[config.mk]
export PLATFORM = sky130hd
export DESIGN_NAME = crc_seq
export DESIGN_NICKNAME = d
export VERILOG_FILES = /design/src/rtl/crc_seq.sv
export SDC_FILE = /design/constraint.sdc
export NUM_CORES = 1
export LEC_CHECK = 0
export ABC_AREA = 1
export ABC_CLOCK_PERIOD_IN_PS = 1400
export CAP_MARGIN = 5
export CORE_UTILIZATION = 46
export DETAILED_ROUTE_END_ITERATION = 6
export PLACE_DENSITY = 0.85
export SLEW_MARGIN = 20
export SYNTH_ARGS = -nofsm -noshare
export SYNTH_HDL_FRONTEND = slang
export SYNTH_SLANG_ARGS = --single-unit
export TNS_END_PERCENT = 10
[constraint.sdc]
create_clock -name clock -period 1.4 [get_ports clock]
set_input_delay 0.28 -clock clock [delete_from_list [all_inputs] [get_ports clock]]
set_output_delay 0.28 -clock clock [all_outputs]
set_load 0.005 [all_outputs]
[src/rtl/crc_seq.sv]
// Purpose: byte-to-bit sequencer driving an external serial CRC-8 engine; optional CRC_SEQ_CHECK_EN adds out_match (zero-residue check).
// Latency: last byte accepted at T -> out_valid at T+10, or T+11 when that byte also opened the frame (extra INIT cycle).
// Backpressure: in_ready only in IDLE without abort; result held in DONE until out_ready; abort overrides everything.
module crc_seq #(
    parameter int MSB_FIRST = 1
) (
    input  logic       clock,
    input  logic       reset,
    input  logic       in_valid,
    output logic       in_ready,
    input  logic [7:0] in_data,
    input  logic       in_last,
    input  logic       abort,
    output logic       crc_init,
    output logic       crc_step,
    output logic       crc_bit,
    input  logic [7:0] crc_value,
    output logic       out_valid,
    input  logic       out_ready,
    output logic [7:0] out_crc,
`ifdef CRC_SEQ_CHECK_EN
    output logic       out_match,
`endif
    output logic       busy
);

    typedef enum logic [2:0] {
        IDLE   = 3'd0,
        INIT   = 3'd1,
        SHIFT  = 3'd2,
        SETTLE = 3'd3,
        DONE   = 3'd4
    } state_t;

    state_t     state_q;
    state_t     state_d;
    logic       sof_q;
    logic [2:0] cnt_q;
    logic [7:0] data_q;
    logic       last_q;
    logic       accept;
    logic [2:0] bit_sel;

    // Bit counter maps to a byte index; MSB-first walks 7..0, LSB-first walks 0..7.
    assign bit_sel = (MSB_FIRST != 0) ? ~cnt_q : cnt_q;
    assign busy    = (state_q != IDLE);

`ifdef CRC_SEQ_CHECK_EN
    // Zero residue means the frame carried its own correct CRC.
    assign out_match = out_valid && (out_crc == 8'h00);
`endif

    // Next-state and strobe decode; abort wins over every other input.
    always_comb begin
        state_d   = state_q;
        in_ready  = 1'b0;
        accept    = 1'b0;
        crc_init  = 1'b0;
        crc_step  = 1'b0;
        crc_bit   = 1'b0;
        out_valid = 1'b0;
        case (state_q)
            IDLE: begin
                // reset term keeps in_ready low while reset is held
                in_ready = reset && !abort;
                if (in_valid && reset && !abort) begin
                    accept  = 1'b1;
                    state_d = sof_q ? INIT : SHIFT;
                end
            end
            INIT: begin
                crc_init = 1'b1;
                state_d  = SHIFT;
            end
            SHIFT: begin
                crc_step = 1'b1;
                crc_bit  = data_q[bit_sel];
                if (cnt_q == 3'd7) begin
                    state_d = last_q ? SETTLE : IDLE;
                end
            end
            SETTLE: begin
                // engine register has absorbed the 8th bit by now
                state_d = DONE;
            end
            DONE: begin
                // an abort in DONE drops the result, so it is not offered
                out_valid = !abort;
                if (out_ready) begin
                    state_d = IDLE;
                end
            end
            default: state_d = IDLE;
        endcase
        if (abort) begin
            state_d = IDLE;
        end
    end

    // State, frame bookkeeping, bit counter and result capture.
    always_ff @(posedge clock or negedge reset) begin
        if (!reset) begin
            state_q <= IDLE;
            sof_q   <= 1'b1;
            cnt_q   <= 3'd0;
            data_q  <= 8'h00;
            last_q  <= 1'b0;
            out_crc <= 8'h00;
        end else begin
            state_q <= state_d;
            if (accept) begin
                data_q <= in_data;
                last_q <= in_last;
            end
            if (abort) begin
                sof_q <= 1'b1;
                cnt_q <= 3'd0;
            end else begin
                if (state_q == INIT) begin
                    sof_q <= 1'b0;
                end
                if (state_q == DONE && out_ready) begin
                    sof_q <= 1'b1;
                end
                if (state_q == SHIFT) begin
                    cnt_q <= cnt_q + 3'd1;
                end
                if (state_q == SETTLE) begin
                    out_crc <= crc_value;
                end
            end
        end
    end

endmodule

After elaboration in Yosys (flattened, before gate mapping)
Cells that the tools add are included.
{"block": "word_totals", "register_bits": 24, "latchBits": 0, "mem_bits_rw": 0, "romBits": 0, "word_cells": 50, "mem_count": 0}
{"block": "op_classes", "n_addsub": 1, "multipliers": 0, "div": 0, "magnitude_cmp": 1, "eq_ne": 8, "shift": 0, "mux": 21, "bitwise_logic": 2, "n_reduce_logical": 11}
{"cell": "3-bit 2-to-1 mux", "n": 6}
{"cell": "3-bit one-hot mux with 5 select lines", "n": 1}
{"cell": "1-bit 2-to-1 mux", "n": 11}
{"cell": "3-bit != test (second input constant)", "n": 3}
{"cell": "3-bit by 2-bit equality test with 1-bit output (second input constant)", "n": 2}
{"cell": "3-bit equality test (second input constant)", "n": 2}
{"cell": "3-bit nonzero test", "n": 2}
{"cell": "1-bit logical AND", "n": 4}
{"cell": "3-bit by 4-bit less-than comparator with 1-bit output (second input constant)", "n": 1}
{"cell": "2-bit 2-to-1 mux", "n": 2}
{"cell": "3-bit by 1-bit adder with 3-bit output (second input constant)", "n": 1}
{"cell": "1-bit binary-select mux with 3-bit select", "n": 1}
{"cell": "3-bit by 1-bit equality test with 1-bit output (second input constant)", "n": 1}
{"cell": "3-bit zero test", "n": 1}
{"cell": "3-bit NOT", "n": 1}
{"cell": "3-bit AND reduction", "n": 1}
{"cell": "2-bit AND reduction", "n": 1}
{"cell": "2-bit nonzero test", "n": 1}
{"cell": "1-bit zero test", "n": 1}
{"cell": "1-bit NOT", "n": 1}

Logic depth before layout (Yosys ltp)
Gate-level depths: netlist of run 1.
{"block": "depth", "ltp_word": 5, "mapped_depth": 7, "depth_no_buf": 6}

Worst setup path after synthesis of run 1
Ideal clock, no wire load.
{"block": "synth_path", "path_type": "reg2out", "start": "register state_q[2]", "end": "output port crc_bit", "arrival_time_ns": 0.994, "required_ns": 1.120, "slack_ns": 0.126, "path_stages_with_launch": 6, "cell_sequence": "dfrtp_1 > inv_1 > nand3_1 > inv_1 > nand2_1 > nor2_1"}
{"block": "synth_between", "elab_chain_len": 2}
{"item": "from (decl)", "line": "35", "rtl": "state_t state_q;"}
{"item": "from (signal assigned)", "line": "110", "rtl": "state_q <= state_d;"}
{"item": "3-bit by 2-bit equality test with 1-bit output", "line": "62", "rtl": "case (state_q)"}
{"item": "1-bit 2-to-1 mux", "line": "62"}
{"item": "to (decl)", "line": "16", "rtl": "output logic crc_bit,"}
No other way between the ends.

Worst setup path after layout of run 1
{"block": "layout_path", "start": "register cnt_q[0]", "end": "output port crc_bit"}
{"block": "layout_between", "elab_chain_len": 4}
{"item": "from (decl)", "line": "38", "rtl": "logic [2:0] cnt_q;"}
{"item": "from (signal assigned)", "line": "126", "rtl": "cnt_q <= cnt_q + 3'd1;"}
{"item": "3-bit NOT", "line": "45", "rtl": "assign bit_sel = (MSB_FIRST != 0) ? ~cnt_q : cnt_q;"}
{"item": "1-bit binary-select mux with 3-bit select", "line": "77", "rtl": "crc_bit = data_q[bit_sel];"}
{"item": "1-bit 2-to-1 mux (implied by the code)", "line": "77"}
{"item": "1-bit 2-to-1 mux", "line": "62"}
No other way between the ends. The select of a mux whose other input is x is not followed.

==> qor.csv, run 1 <==
stage;metric;value;unit
global_routing;first-pass GRT wire length;5350;µm
synth;Avg Inst Size Synth;8.20;µm²
clock_tree;buffer depth of the longest clock path;2;
timing;relative slew slack;83.7;%
critical_path;worst path required time;1.12;ns
clock_tree;clock buffer count from CTS;3;
drt;average wire per standard cell;14.2;µm
global_routing;gr ovfl total;0;
global_routing;GRT Util Overall;26.8;%
critical_path;R2R depth;9;
synth;Synth Register Bits;24;
finish;Net count, final;239;
die;die height;52.8;µm
die;I/O pin count;36;
synth;post-synth cell types;20;
clock_tree;clk sinks;24;
drt;vias;1249;
placement;Port Buffers;35;
timing;hold slack;0.337;ns
critical_path;critical path class;reg2out;
finish;fin cells;244;
finish;Fill cells;136;
timing;Tcrit/Tclk final;118;%
timing;Fin. Hold Viols;0;
power;P_leak;0.00101;µW
finish;commonest non-fill, non-tap cell in the layout;nand2_1;
die;Die Footprint;2790;µm²
synth;syn_nets;169;
timing;Fmax;603;MHz
power;PwrDens;1810;nW/µm²
status;status;finished with violations;
drt;Detailed Routing Iterations Pass 1;4;
finish;multi-input logic area;554;µm²
die;die span in x;52.8;µm
synth;sequential element share of the synthesized area;50.6;%
clock_tree;CTS Root Cell;clkbuf_4;
timing;Period minus WS final;1.66;ns
finish;most frequent cells in the layout;nand2_1, buf_4, dfrtp_1, clkdlybuf4s50_1, nand3_1;
placement;Final Wtd Congestion;0.922;
clock_tree;Clock Latency Late Sink;0.33;ns
die;Core ar.;2450;µm²
power;Worst IR Drop VDD;1380;µV
die;# rows;18;
status;failing checks;negative setup slack;
timing;post-route setup slack;-0.257;ns
drt;DRC;0;
timing;Final setup viols;10;
drt;Antenna Violating Nets Remaining;0;
drt;Initial DRC Count;31;
synth;post-synthesis instance total;145;
clock_tree;CTS clk-pin slew, worst paths;0.14;ns
placement;dpl hpwl;2100;µm
global_routing;antenna violations before repair;0;
job;maxcap violations;0;
critical_path;reg2reg setup slack;-0.19;ns
placement;placed cells;230;
finish;Reg area;604;µm²
global_routing;largest net degree at the start of global routing;26;
critical_path;CP startpoint;cnt_q[0];
timing;Setup Skew;0.0175;ns
timing;Final Slew Violations;0;
min_path;worst min path class;in2async;
global_routing;vias in the first global route;1199;
critical_path;CP endpoint kind;output port;
finish;layout cells sized above 1;33.2;%
placement;pre-CTS setup slack;-0.450;ns
clock_tree;CTS tree;yes;
synth;Synth Cell Area;1190;µm²
drt;Vias per Instance;5.12;
timing;Slew @ Worst Pin;0.244;ns
critical_path;arrival time at the worst endpoint;1.38;ns
die;initial core utilization;48.4;%
timing;RSZ-0062 raised after global routing;yes;
finish;antenna fix cells;0;
synth;Syn. warnings;0;
critical_path;r2r startpoint;state_q[0];
power;Tot Pwr;3490;µW
critical_path;Setup crit start kind;register;
drt;drt total wl;3470;µm
clock_tree;H-tree levels;1;
finish;Area Growth Syn to Fin;61.8;%
critical_path;crit path max fanout;6;
[final timing paths]
| path | to |
|---|---|
| max in group asynchronous | sof_q |
| max reg2reg | sof_q |
| min in group clock | data_q[6] |
| max | crc_bit |
| min | state_q[0] |
| min reg2reg | data_q[7] |
[report_power, final]
group	switching, µW	internal [µW]	total [µW]
clock network	214	159	373
registers	198	990	1190
logic	887	1040	1930
total	1300	2190	3490
[metal layers]
layer	vias up	share of wire, %	GRT usage, %
met3	8	3.3	4.35
li1	597	-	-
met5	-	0	0
met4	0	1.3	7.46
met2	36	54	46.8
met1	608	42	33.9
[state kept, by name, indices dropped and copies added (netlist names)]
name / cells
state_q: 3
out_crc: 8
last_q: 1
sof_q: 1
cnt_q: 3
data_q: 8
[critical path: stages (launching register included)]
cell	delay, ns
dfrtp_2	0.48
buf_6	0.13
nand2_2	0.06
nand2_1	0.05
nand3_1	0.07
nand2_1	0.06
nor2_1	0.08
buf_2	0.12
[cell usage after synthesis]
cell type / count / area, µm²
inv_2: 1 / 3.75
a21oi_2: 3 / 26.3
nor2_2: 1 / 6.26
nor2_4: 1 / 11.3
ha_1: 2 / 25.0
nor2_1: 15 / 56.3
nand2_1: 33 / 124
dfrtp_1: 23 / 576
buf_2: 2 / 10.0
dfstp_2: 1 / 26.3
inv_1: 22 / 82.6
nand3_1: 19 / 95.1
nand2_2: 1 / 6.26
o21ai_0: 15 / 75.1
o31ai_1: 1 / 7.51
nand4_1: 1 / 6.26
buf_6: 1 / 11.3
nor2_8: 1 / 20.0
nand2_4: 1 / 11.3
o221ai_1: 1 / 8.76
[cell families after synthesis]
| kind of cell | Yosys count | synth area share, % |
|---|---|---|
| adder cells (fa/ha/maj) | 2 | 2.10 |
| flip-flops | 24 | 50.6 |
| buffers and inverters | 26 | 9.05 |
| AND/OR/NAND/NOR | 73 | 28.3 |
| AO/OA/AOI/OAI | 20 | 9.90 |
[stage by stage]
step	instance area [µm²]	setup TNS [ns]	util, %
after floorplan	1190	0	-
after global placement	1730	-5.55	70.4
after detailed placement	1730	-6.27	70.4
after CTS	1880	-0.970	76.8
after global routing	1920	-1.91	78.3
final	1920	-1.33	78.3
[final cells by class]
cell class | instances | area share [%]
tap | 30 | 1.95
timing repair buffer | 68 | 31.4
clock buffer | 4 | 1.89
multi-input combinational | 95 | 28.8
sequential | 24 | 31.4
inverter | 23 | 4.49
[timing repair]
| action | 4_1_cts | 5_1_grt |
|---|---|---|
| setup endpoints to repair | 24 | 18 |
| buffers inserted | 9 | 1 |
| resized for setup | 61 | 7 |
| pin swaps | 2 | 1 |
| hold buffers | 0 | 0 |
| gates cloned | 0 | 0 |
(Power assumes the default switching activity.)
==> run 2: changes to the inputs <==
- GPL_ROUTABILITY_DRIVEN: default -> 0
==> run 2 against run 1 <==
Compared with the run above: routed wire length grew 4.2%; total power fell by 0.37%; sequential power about the same; sequential share of layout area increased by 0.21 points; the flow still finishes with violations (negative setup slack); critical endpoint unchanged; register-to-register slack better by 0.02 ns.
==> qor.csv, run 2 (synthesis gave the netlist of run 1 again) <==
stage;metric;value;unit;change
status;status;finished with violations;;
status;failing checks;negative setup slack;;
timing;post-route setup slack;-0.243;ns;+0.0145 ns
finish;biggest regs;data_q x8, out_crc x8;;
critical_path;CP bufs+invs;2;;unchanged
timing;Slew @ Worst Pin;0.249;ns;+0.00447 ns
finish;antenna fix cells;0;;unchanged
critical_path;max incr delay on CP;0.48;ns;about the same
power;Worst IR Drop VDD;1280;µV;-7.2%
critical_path;critical path class;reg2out;;
timing;Tcrit/Tclk final;117;%;-1.0 points
die;die height;52.8;µm;unchanged
timing;Fin. Hold Viols;0;;unchanged
finish;Net count, final;240;;+0.42%
power;P_leak;0.00100;µW;about the same
die;Die Footprint;2790;µm²;unchanged
clock_tree;CTS clk-pin slew, worst paths;0.14;ns;about the same
finish;Fill cells;158;;+16%
finish;final instance area;1910;µm²;-0.45%
global_routing;gr ovfl total;0;;unchanged
clock_tree;Clock Latency Late Sink;0.31;ns;-0.02 ns
critical_path;largest delay contributor family on the critical path;flip-flops;;
die;initial core utilization;48.4;%;unchanged
global_routing;GRT Util Overall;30.8;%;+3.9 points
critical_path;slowest CP cell;dfrtp_2;;
clock_tree;CTS Root Cell;clkbuf_4;;
critical_path;arrival time at the worst endpoint;1.36;ns;-0.02 ns
timing;Final setup viols;9;;-1
global_routing;vias in the first global route;1279;;+6.7%
drt;vias;1283;;+2.7%
critical_path;CP endpoint kind;output port;;
clock_tree;CTS tree;yes;;
die;Core ar.;2450;µm²;unchanged
die;# rows;18;;unchanged
global_routing;first-pass GRT wire length;6070;µm;+13%
critical_path;CP cell instances;buf_6 > nand2_4 > nand2_2 > nand3_2 > nand2_1 > nor2_1 > buf_2;;
critical_path;worst path required time;1.12;ns;about the same
timing;RSZ-0062 raised after global routing;yes;;
critical_path;crit path max fanout;6;;unchanged
finish;most frequent cells in the layout;nand2_1, buf_4, clkdlybuf4s50_1, dfrtp_1;;
clock_tree;H-tree levels;1;;unchanged
global_routing;largest net degree at the start of global routing;26;;unchanged
timing;Setup Skew;0.0161;ns;-0.00136 ns
global_routing;antenna violations before repair;0;;unchanged
die;I/O pin count;36;;unchanged
placement;dpl hpwl;2170;µm;+3.2%
job;maxcap violations;0;;unchanged
critical_path;reg2reg setup slack;-0.17;ns;+0.02 ns
drt;average wire per standard cell;14.8;µm;+3.7%
finish;commonest non-fill, non-tap cell in the layout;nand2_1;;
drt;drt total wl;3620;µm;+4.2%
die;die span in x;52.8;µm;unchanged
drt;Detailed Routing Iterations Pass 1;4;;unchanged
timing;relative slew slack;83.4;%;-0.30 points
drt;Vias per Instance;5.24;;+2.3%
timing;TNS Setup;-1.15;ns;+0.176 ns
drt;Initial DRC Count;34;;+9.7%
drt;Antenna Violating Nets Remaining;0;;unchanged
finish;layout cells sized above 1;33.0;%;-0.15 points
placement;post-place instance area;1710;µm²;-0.87%
clock_tree;clk sinks;24;;unchanged
finish;Area Growth Syn to Fin;61.1;%;
drt;DRC;0;;unchanged
timing;Final Slew Violations;0;;unchanged
placement;Port Buffers;35;;unchanged
timing;Period minus WS final;1.64;ns;-0.0145 ns
power;PwrDens;1820;nW/µm²;about the same
min_path;worst min path class;in2async;;
timing;Fmax;609;MHz;+0.88%
clock_tree;buffer depth of the longest clock path;2;;unchanged
clock_tree;clock buffer count from CTS;3;;unchanged
critical_path;Setup crit start kind;register;;
## run 2: cell count changes in the layout (fill, tap and decap cells not counted), sizes merged
cell  change
buf       +1
## run 2: timing repair
item | 4_1_cts | 5_1_grt
resized for setup | 54 | 15
setup endpoints to repair | 25 | 20
pin swaps | 4 | 5
setup buffers | 15 | 1
hold buffers | 0 | 0
## run 2: cell type report
type / instances / area, µm² / share of cell area, %
Clock buffer: 4 / 26.3 / 1.37
Inverter: 23 / 91.3 / 4.77
Multi-Input combinational cell: 95 / 549 / 28.7
Sequential cell: 24 / 606 / 31.6
Tap cell: 30 / 37.5 / 1.96
Timing Repair Buffer: 69 / 604 / 31.6
## run 2: path summary, 6_finish.rpt
path	start	end	cells after the start
hold reg to reg	out_crc[6]	out_crc[6]	2
setup / recovery	cnt_q[0]	crc_bit	7
hold / removal	reset	cnt_q[2]	2
setup reg to reg	state_q[1]	state_q[1]	10
max in group asynchronous	reset	sof_q	2
min in group clock	out_crc[6]	out_crc[6]	2
## run 2: worst register-to-register path: cells and delay by family (launching register included)
family | cells | cell delay [ns]
simple gates | 4 | 0.35
buf+inv | 6 | 0.70
flops | 1 | 0.47
## run 2: per-layer routing
metal | global-route usage (%) | share of wire [%] | up-vias
li1 | - | - | 599
met1 | 37.5 | 41 | 603
met2 | 51.9 | 52 | 65
met3 | 4.06 | 4.9 | 16
met4 | 16.7 | 2.8 | 0
met5 | 0 | 0 | -
## run 2: report_power, final
part | total (µW) | switching [µW] | internal (µW)
Clock | 309 | 198 | 111
Sequential | 1190 | 200 | 993
Combinational | 1970 | 950 | 1020
Total | 3470 | 1350 | 2130
## run 2: stage by stage
stage	worst slack (ns)	total power (µW)	util, %	instances	hold slack [ns]
4_1_cts	-0.220	3310	76.2	247	0.352
5_1_grt	-0.328	3700	78.0	245	0.358
3_5_place_dp	-0.430	2690	69.8	228	0.463
2_1_floorplan	0.126	1840	-	145	-0.0156
3_3_place_gp	-0.440	2610	69.8	228	0.454
6_report	-0.243	3470	78.0	245	0.340
